**src/rtl/if_fetch_ctrl.sv**
```systemverilog
// Fetch-stage sequencer: one outstanding SRAM request, credit-limited response FIFO, redirect/discard handling.
// Define IF_FETCH_PERF_EN to add the perf_fetch_cnt / perf_discard_cnt counters.
module if_fetch_ctrl #(
    parameter logic [31:0] RESET_PC  = 32'h1c000000,
    parameter int          BUF_DEPTH = 2,
    parameter logic [31:0] NOP_INST  = 32'h02800000
) (
    input  logic        clk,
    input  logic        resetn,
    input  logic        wb_flush,
    input  logic [31:0] wb_flush_pc,
    input  logic        br_taken,
    input  logic [31:0] br_target,
    output logic        inst_sram_req,
    output logic [31:0] inst_sram_addr,
    input  logic        inst_sram_addr_ok,
    input  logic        inst_sram_data_ok,
    input  logic [31:0] inst_sram_rdata,
    output logic        if_valid,
    output logic [31:0] if_pc,
    output logic [31:0] if_inst,
    output logic        if_adef,
    input  logic        id_allow_in
`ifdef IF_FETCH_PERF_EN
    ,
    output logic [31:0] perf_fetch_cnt,
    output logic [31:0] perf_discard_cnt
`endif
);

    localparam int PTR_W = (BUF_DEPTH > 1) ? $clog2(BUF_DEPTH) : 1;
    localparam int CNT_W = PTR_W + 1;

    typedef enum logic [1:0] {S_IDLE, S_REQ, S_WAIT} state_t;

    state_t             state, state_nxt;
    logic [31:0]        fetch_pc, pc_nxt;
    logic               discard, discard_nxt;
    logic               adef_done, adef_done_nxt;
    logic               req_q;

    logic [31:0]        fifo_pc   [BUF_DEPTH];
    logic [31:0]        fifo_inst [BUF_DEPTH];
    logic               fifo_adef [BUF_DEPTH];
    logic [PTR_W-1:0]   wr_ptr, rd_ptr;
    logic [CNT_W-1:0]   count;

    logic               push, push_adef;
    logic [31:0]        push_inst;
    logic               pop, redirect, addr_acc, pc_misaligned;
    logic [31:0]        redirect_pc;
    logic [CNT_W-1:0]   occ_after_pop;
    logic               slot_free, credit_after_push;

    assign redirect          = wb_flush | br_taken;
    assign redirect_pc       = wb_flush ? wb_flush_pc : br_target;
    assign if_valid          = (count != '0);
    assign pop               = if_valid & id_allow_in & ~redirect;
    assign occ_after_pop     = count - CNT_W'(pop);
    assign slot_free         = occ_after_pop < CNT_W'(BUF_DEPTH);
    assign credit_after_push = occ_after_pop < CNT_W'(BUF_DEPTH - 1);
    assign addr_acc          = req_q & inst_sram_addr_ok;
    assign pc_misaligned     = (fetch_pc[1:0] != 2'b00);

    assign inst_sram_req  = req_q;
    assign inst_sram_addr = fetch_pc;
    assign if_pc          = if_valid ? fifo_pc[rd_ptr]   : 32'h0;
    assign if_inst        = if_valid ? fifo_inst[rd_ptr] : 32'h0;
    assign if_adef        = if_valid & fifo_adef[rd_ptr];

    always_comb begin
        state_nxt     = state;
        pc_nxt        = fetch_pc;
        discard_nxt   = discard;
        adef_done_nxt = adef_done;
        push          = 1'b0;
        push_inst     = inst_sram_rdata;
        push_adef     = 1'b0;
        if (redirect) begin
            pc_nxt        = redirect_pc;
            adef_done_nxt = 1'b0;
            if (discard) begin
                // Already draining a stale beat: only the restart PC changes.
                if (inst_sram_data_ok) begin
                    discard_nxt = 1'b0;
                    state_nxt   = S_REQ;
                end
            end else begin
                case (state)
                    S_WAIT: begin
                        if (inst_sram_data_ok) state_nxt = S_REQ;
                        else                   discard_nxt = 1'b1;
                    end
                    S_REQ: begin
                        if (addr_acc) begin
                            discard_nxt = 1'b1;
                            state_nxt   = S_WAIT;
                        end else begin
                            state_nxt = S_REQ;
                        end
                    end
                    default: state_nxt = S_REQ;
                endcase
            end
        end else begin
            case (state)
                S_IDLE, S_REQ: begin
                    if (pc_misaligned) begin
                        // Faulting PC: emit one ADEF marker, then park until redirected.
                        state_nxt = S_IDLE;
                        if (!adef_done && slot_free) begin
                            push          = 1'b1;
                            push_inst     = NOP_INST;
                            push_adef     = 1'b1;
                            adef_done_nxt = 1'b1;
                        end
                    end else if (state == S_IDLE) begin
                        if (slot_free) state_nxt = S_REQ;
                    end else if (addr_acc) begin
                        state_nxt = S_WAIT;
                    end
                end
                S_WAIT: begin
                    if (inst_sram_data_ok) begin
                        if (discard) begin
                            discard_nxt = 1'b0;
                            state_nxt   = S_REQ;
                        end else begin
                            push      = 1'b1;
                            pc_nxt    = fetch_pc + 32'd4;
                            state_nxt = credit_after_push ? S_REQ : S_IDLE;
                        end
                    end
                end
                default: state_nxt = S_IDLE;
            endcase
        end
    end

    always_ff @(posedge clk or negedge resetn) begin
        if (!resetn) begin
            state     <= S_IDLE;
            fetch_pc  <= RESET_PC;
            discard   <= 1'b0;
            adef_done <= 1'b0;
            req_q     <= 1'b0;
        end else begin
            state     <= state_nxt;
            fetch_pc  <= pc_nxt;
            discard   <= discard_nxt;
            adef_done <= adef_done_nxt;
            req_q     <= (state_nxt == S_REQ) && (pc_nxt[1:0] == 2'b00);
        end
    end

    always_ff @(posedge clk or negedge resetn) begin
        if (!resetn) begin
            wr_ptr <= '0;
            rd_ptr <= '0;
            count  <= '0;
        end else if (redirect) begin
            wr_ptr <= '0;
            rd_ptr <= '0;
            count  <= '0;
        end else begin
            if (push) wr_ptr <= wr_ptr + PTR_W'(1);
            if (pop)  rd_ptr <= rd_ptr + PTR_W'(1);
            count <= count + CNT_W'(push) - CNT_W'(pop);
        end
    end

    always_ff @(posedge clk) begin
        if (push) begin
            fifo_pc[wr_ptr]   <= fetch_pc;
            fifo_inst[wr_ptr] <= push_inst;
            fifo_adef[wr_ptr] <= push_adef;
        end
    end

`ifdef IF_FETCH_PERF_EN
    logic beat_dropped;
    assign beat_dropped = inst_sram_data_ok & (discard | (redirect & (state == S_WAIT)));

    always_ff @(posedge clk or negedge resetn) begin
        if (!resetn) begin
            perf_fetch_cnt   <= 32'h0;
            perf_discard_cnt <= 32'h0;
        end else begin
            perf_fetch_cnt   <= perf_fetch_cnt + 32'(push);
            perf_discard_cnt <= perf_discard_cnt + 32'(beat_dropped);
        end
    end
`endif

endmodule

```
**config.mk**
```make
export PLATFORM = sky130hd
export DESIGN_NAME = if_fetch_ctrl
export DESIGN_NICKNAME = d
export VERILOG_FILES = /design/src/rtl/if_fetch_ctrl.sv
export SDC_FILE = /design/constraint.sdc
export NUM_CORES = 1
export LEC_CHECK = 0
export CELL_PAD_IN_SITES_DETAIL_PLACEMENT = 0
export CELL_PAD_IN_SITES_GLOBAL_PLACEMENT = 1
export CORE_ASPECT_RATIO = 0.75
export CORE_UTILIZATION = 37
export CTS_BUF_LIST = sky130_fd_sc_hd__clkbuf_4 sky130_fd_sc_hd__clkbuf_8
export DETAILED_ROUTE_END_ITERATION = 8
export PLACE_DENSITY = 0.83
export SLEW_MARGIN = 20
export SYNTH_ARGS = -nofsm -noshare
export SYNTH_HDL_FRONTEND = slang
export SYNTH_SLANG_ARGS = --single-unit
```
**constraint.sdc**
```tcl
create_clock -name clk -period 8.35 [get_ports clk]
set_input_delay 1.67 -clock clk [delete_from_list [all_inputs] [get_ports clk]]
set_output_delay 1.67 -clock clk [all_outputs]
set_load 0.03 [all_outputs]
```
==> results.py <==
metrics = {
    "route": {
        "routed_wirelength_um": 19400,
        "detail_route.wl_per_cell_um": 17.5,
        "drt_iter0_markers": 343,
        "avgViaCountPerCell": 4.95,
        "vias": 5495,
        "tritonroute_pass_1_iters": 5,
        "remaining_drc_errors": 0,
        "antenna_nets_post_route": 0,
    },
    "synthesis": {
        "synthesized_cell_area_um2": 7850,
        "post_synth_edffs": 130,
        "yosys.cell_types.count": 56,
        "synthFlopType": "edfxtp_1",
        "synth.avg_cell_area_um2": 12.6,
        "post_synth_inst_count": 622,
        "yosys_register_bits": 171,
        "syn_warnings": 0,
        "synth.area.top_cells": "edfxtp_1 (50%), dfrtp_1 (12%), mux2i_1 (9.2%)",
        "sequential_fraction_of_the_synthesis_area": 0.628,
        "netlist.area_leader.share": 0.497,
        "post-synth-top-area-cell": "edfxtp_1",
        "synth_async_sr_flop_share": 0.240,
        "synth_fp_nets": 733,
    },
    "floorplan": {
        "core_region_area_um2": 20500,
        "die_h_um": 128,
        "core.rowCount": 45,
        "num_io_pins": 202,
        "fp.dieW_um": 170,
        "initial_cell_density_of_the_core": 0.383,
        "die_area_um2": 21800,
    },
    "sta": {
        "clock-skew-final_ns": 0.0172,
        "hold_violations": 0,
        "max_freq_ghz": 0.176,
        "post-route-period-util": 0.680,
        "unrepaired_setup_endpoints_after_global_routing": "no",
        "timing_max_transition_violations_final": 0,
        "final.min_clock_period_ns": 5.67,
        "worstMarginPinSlew_ns": 1.01,
        "setup_total_negative_slack_ns": 0,
        "max_slew_margin": 0.328,
        "setup-violations-final": 0,
    },
    "place": {
        "place.gp.congestion": 0.812,
        "place_area_um2": 10200,
        "hpwlAfterDp_um": 13300,
        "io_buffer_count": 201,
    },
    "critical_path": {
        "ff2ff_setup_slack_ns": 4.58,
        "worstPathBufferInverterCount": 2,
        "path_delay_family": "simple AND/OR/NAND/NOR gates",
        "worstSetupStartpointType": "primary input",
        "crit_chain": "clkdlybuf4s50_1 -> or2_2 -> nor2_1 -> ha_1 -> xnor2_1 -> a31oi_1 -> or3_1 -> nor2_4 -> buf_4",
        "crit_path_top_delay_cell": "clkdlybuf4s50_1",
        "required_worst_endpoint_ns": 8.45,
        "timing.setup.critical_path_class": "primary input to register",
        "worst-endpoint-arrival_ns": 5.78,
        "endpoint_kind": "register",
        "critical_path.max_fanout": 35,
        "crit_path_max_incr_delay_ns": 0.96,
    },
    "layout": {
        "antenna-diode-count": 0,
        "num-nets-final": 927,
        "drive_above_1_share": 0.0808,
        "finish.utilization": 0.516,
        "fin_area_um2": 10600,
        "layout-area-overhead-vs-synth_pct": 34.7,
    },
    "clocking": {
        "number_of_buffers_created_by_cts": 17,
        "root_buffer": "clkbuf_8",
        "clock_path_buffers": 2,
        "cts.hold.buffers_added": 0,
        "clk_transition_reported_paths_ns": 0.09,
        "post_cts_resize_count": 0,
        "post_cts_buffers": 0,
        "clkLatencyLatePin_ns": 0.47,
        "cts_sinks": 171,
        "tritoncts_clock_tree": "done",
        "htree_levels": 4,
    },
    "pwr": {
        "share_comb_of_total_power": 0.187,
        "worst_ir_drop_vdd_v": 0.0000771,
        "cell_internal_pwr_w": 0.00143,
        "netSwitchingPower_w": 0.000621,
        "power_density_over_the_cells_nw_per_um2": 194,
        "clkPwrFrac": 0.298,
        "switching_power_as_a_share_of_total_power": 0.303,
        "sequential_fraction_of_design_power": 0.515,
        "power.leakage_nw": 3.62,
    },
    "global_route": {
        "global_route.usage.total": 0.185,
        "maximum_number_of_pins_on_one_net_before_global_route_repair": 66,
        "global_route_wire_length_before_repair_um": 30000,
        "grt_pass1_vias": 5531,
        "gr-total-overflow": 0,
        "antenna_found_initial": 0,
    },
    "run_status": {
        "status": "finished, final reports clean",
    },
    "hold_path": {
        "timing.hold.worst.class": "register to register",
    },
    "job": {
        "timing.max_cap.violations": 0,
    },
}
[power groups by stage]
stage	Sequential (W)	Combinational [W]	Clock, W
detailed placement	0.00107	0.000384	0
global route	0.00106	0.000415	0.000654
CTS	0.00105	0.000386	0.000621
finish	0.00105	0.000383	0.000610
global placement	0.00107	0.000379	0
floorplan	0.00109	0.000188	0
[worst paths after layout]
| path | endpoint | startpoint | depth (start not counted) |
|---|---|---|---|
| min reg2reg | adef_done | adef_done | 1 |
| max in group asynchronous | rd_ptr | resetn | 2 |
| max reg2reg | fifo_inst[0][27] | count[1] | 10 |
| max | fifo_inst[0][27] | br_taken | 9 |
| min in group asynchronous | inst_sram_addr[1] | resetn | 2 |
| min | adef_done | adef_done | 1 |
[synth_stat cells (2+ instances only)]
cell and instances:
nor2_1 83, a22oi_1 5, a31oi_1 2, mux2i_1 72, a21oi_1 22, xnor2_1 13, or3_1 3, nor3_4 2
inv_1 12, a211oi_1 14, edfxtp_1 130, o21a_1 3, o21ai_1 2, and3_1 6, nand3_1 15, xor2_1 16
buf_2 5, o22ai_1 5, nand4_1 10, nand2_1 28, a21o_1 2, dfrtp_1 38, nor2b_1 42, and2_1 4
clkbuf_1 18, dfstp_2 3, buf_6 3, o21ai_0 13, nor3_1 7, ha_1 8, or2_2 5, nor4_1 2
buf_1 6
[worst reg2reg max path, cell delays in order (launching register included)]
cell and delay [ns]:
dfrtp_1 0.46, nor2_4 0.11, inv_1 0.07, nand2_1 0.13, nor2_1 0.08, ha_1 0.21
xnor2_1 0.33, a31oi_1 0.17, or3_1 0.47, nor2_4 0.74, buf_4 0.61
[placed cells by master, fill, tap and decap left out, types with 3 or more instances in the layout]
| master | synthesis | layout |
|---|---|---|
| and2_1 | 4 | 4 |
| inv_1 | 12 | 12 |
| buf_4 | 0 | 6 |
| xor2_1 | 16 | 16 |
| ha_1 | 8 | 8 |
| nor2_1 | 83 | 78 |
| inv_8 | 0 | 4 |
| nor2_4 | 0 | 4 |
| clkdlybuf4s50_1 | 0 | 199 |
| inv_6 | 0 | 5 |
| dfstp_2 | 3 | 3 |
| a211oi_1 | 14 | 14 |
| clkbuf_8 | 1 | 17 |
| a22oi_1 | 5 | 5 |
| o21ai_0 | 13 | 13 |
| or2_2 | 5 | 5 |
| and3_1 | 6 | 6 |
| nand3_1 | 15 | 15 |
| edfxtp_1 | 130 | 130 |
| clkinv_8 | 0 | 3 |
| nand4_1 | 10 | 10 |
| mux2i_1 | 72 | 72 |
| nand2_1 | 28 | 28 |
| o22ai_1 | 5 | 5 |
| dfrtp_1 | 38 | 37 |
| or3_1 | 3 | 3 |
| xnor2_1 | 13 | 13 |
| o21a_1 | 3 | 3 |
| nor3_1 | 7 | 7 |
| nor2b_1 | 42 | 42 |
| a21oi_1 | 22 | 22 |
[through the flow]
stage	hold WS, ns	setup slack, ns	cells	total power [W]
final	0.488	2.68	1111	0.00205
after detailed placement	0.471	2.15	1079	0.00146
after CTS	0.491	2.65	1111	0.00206
after global routing	0.515	2.38	1111	0.00213
after floorplan	0.450	1.75	622	0.00128
after global placement	0.465	2.26	1078	0.00145
[cell type report]
type,count,area (µm²)
Multi-Input combinational cell,406,2740
Inverter,12,45.0
Fill cell,1825,9920
Clock inverter,15,191
Tap cell,282,353
Clock buffer,17,234
Sequential cell,171,4940
Timing Repair Buffer,208,2070
[sequential cells by signal, indices dropped and copies added, names as in the netlist]
| name | flops |
|---|---|
| inst_sram_req | 1 |
| adef_done | 1 |
| fifo_pc | 64 |
| wr_ptr | 1 |
| rd_ptr | 1 |
| fifo_inst | 64 |
| inst_sram_addr | 32 |
| state | 2 |
| discard | 1 |
| count | 2 |
| fifo_adef | 2 |
[metal layers]
metal / GRT usage / vias up / routed length [µm] / part of all wire
met5: 0 / - / 0 / 0
met4: 0.0594 / 0 / 262 / 0.013
met3: 0.0361 / 18 / 1180 / 0.061
met2: 0.286 / 199 / 8700 / 0.45
met1: 0.261 / 2635 / 9300 / 0.48
li1: - / 2643 / - / -
[kinds of logic after synthesis]
group           Yosys count  share of synthesized area
compound gates           78                     0.0629
xor+xnor                 29                     0.0323
fa+ha+maj                 8                     0.0127
buf+inv                  45                     0.0264
flops                   171                      0.628
mux                      73                     0.0932
simple gates            218                      0.144
Power figures use the tool's default switching activity.
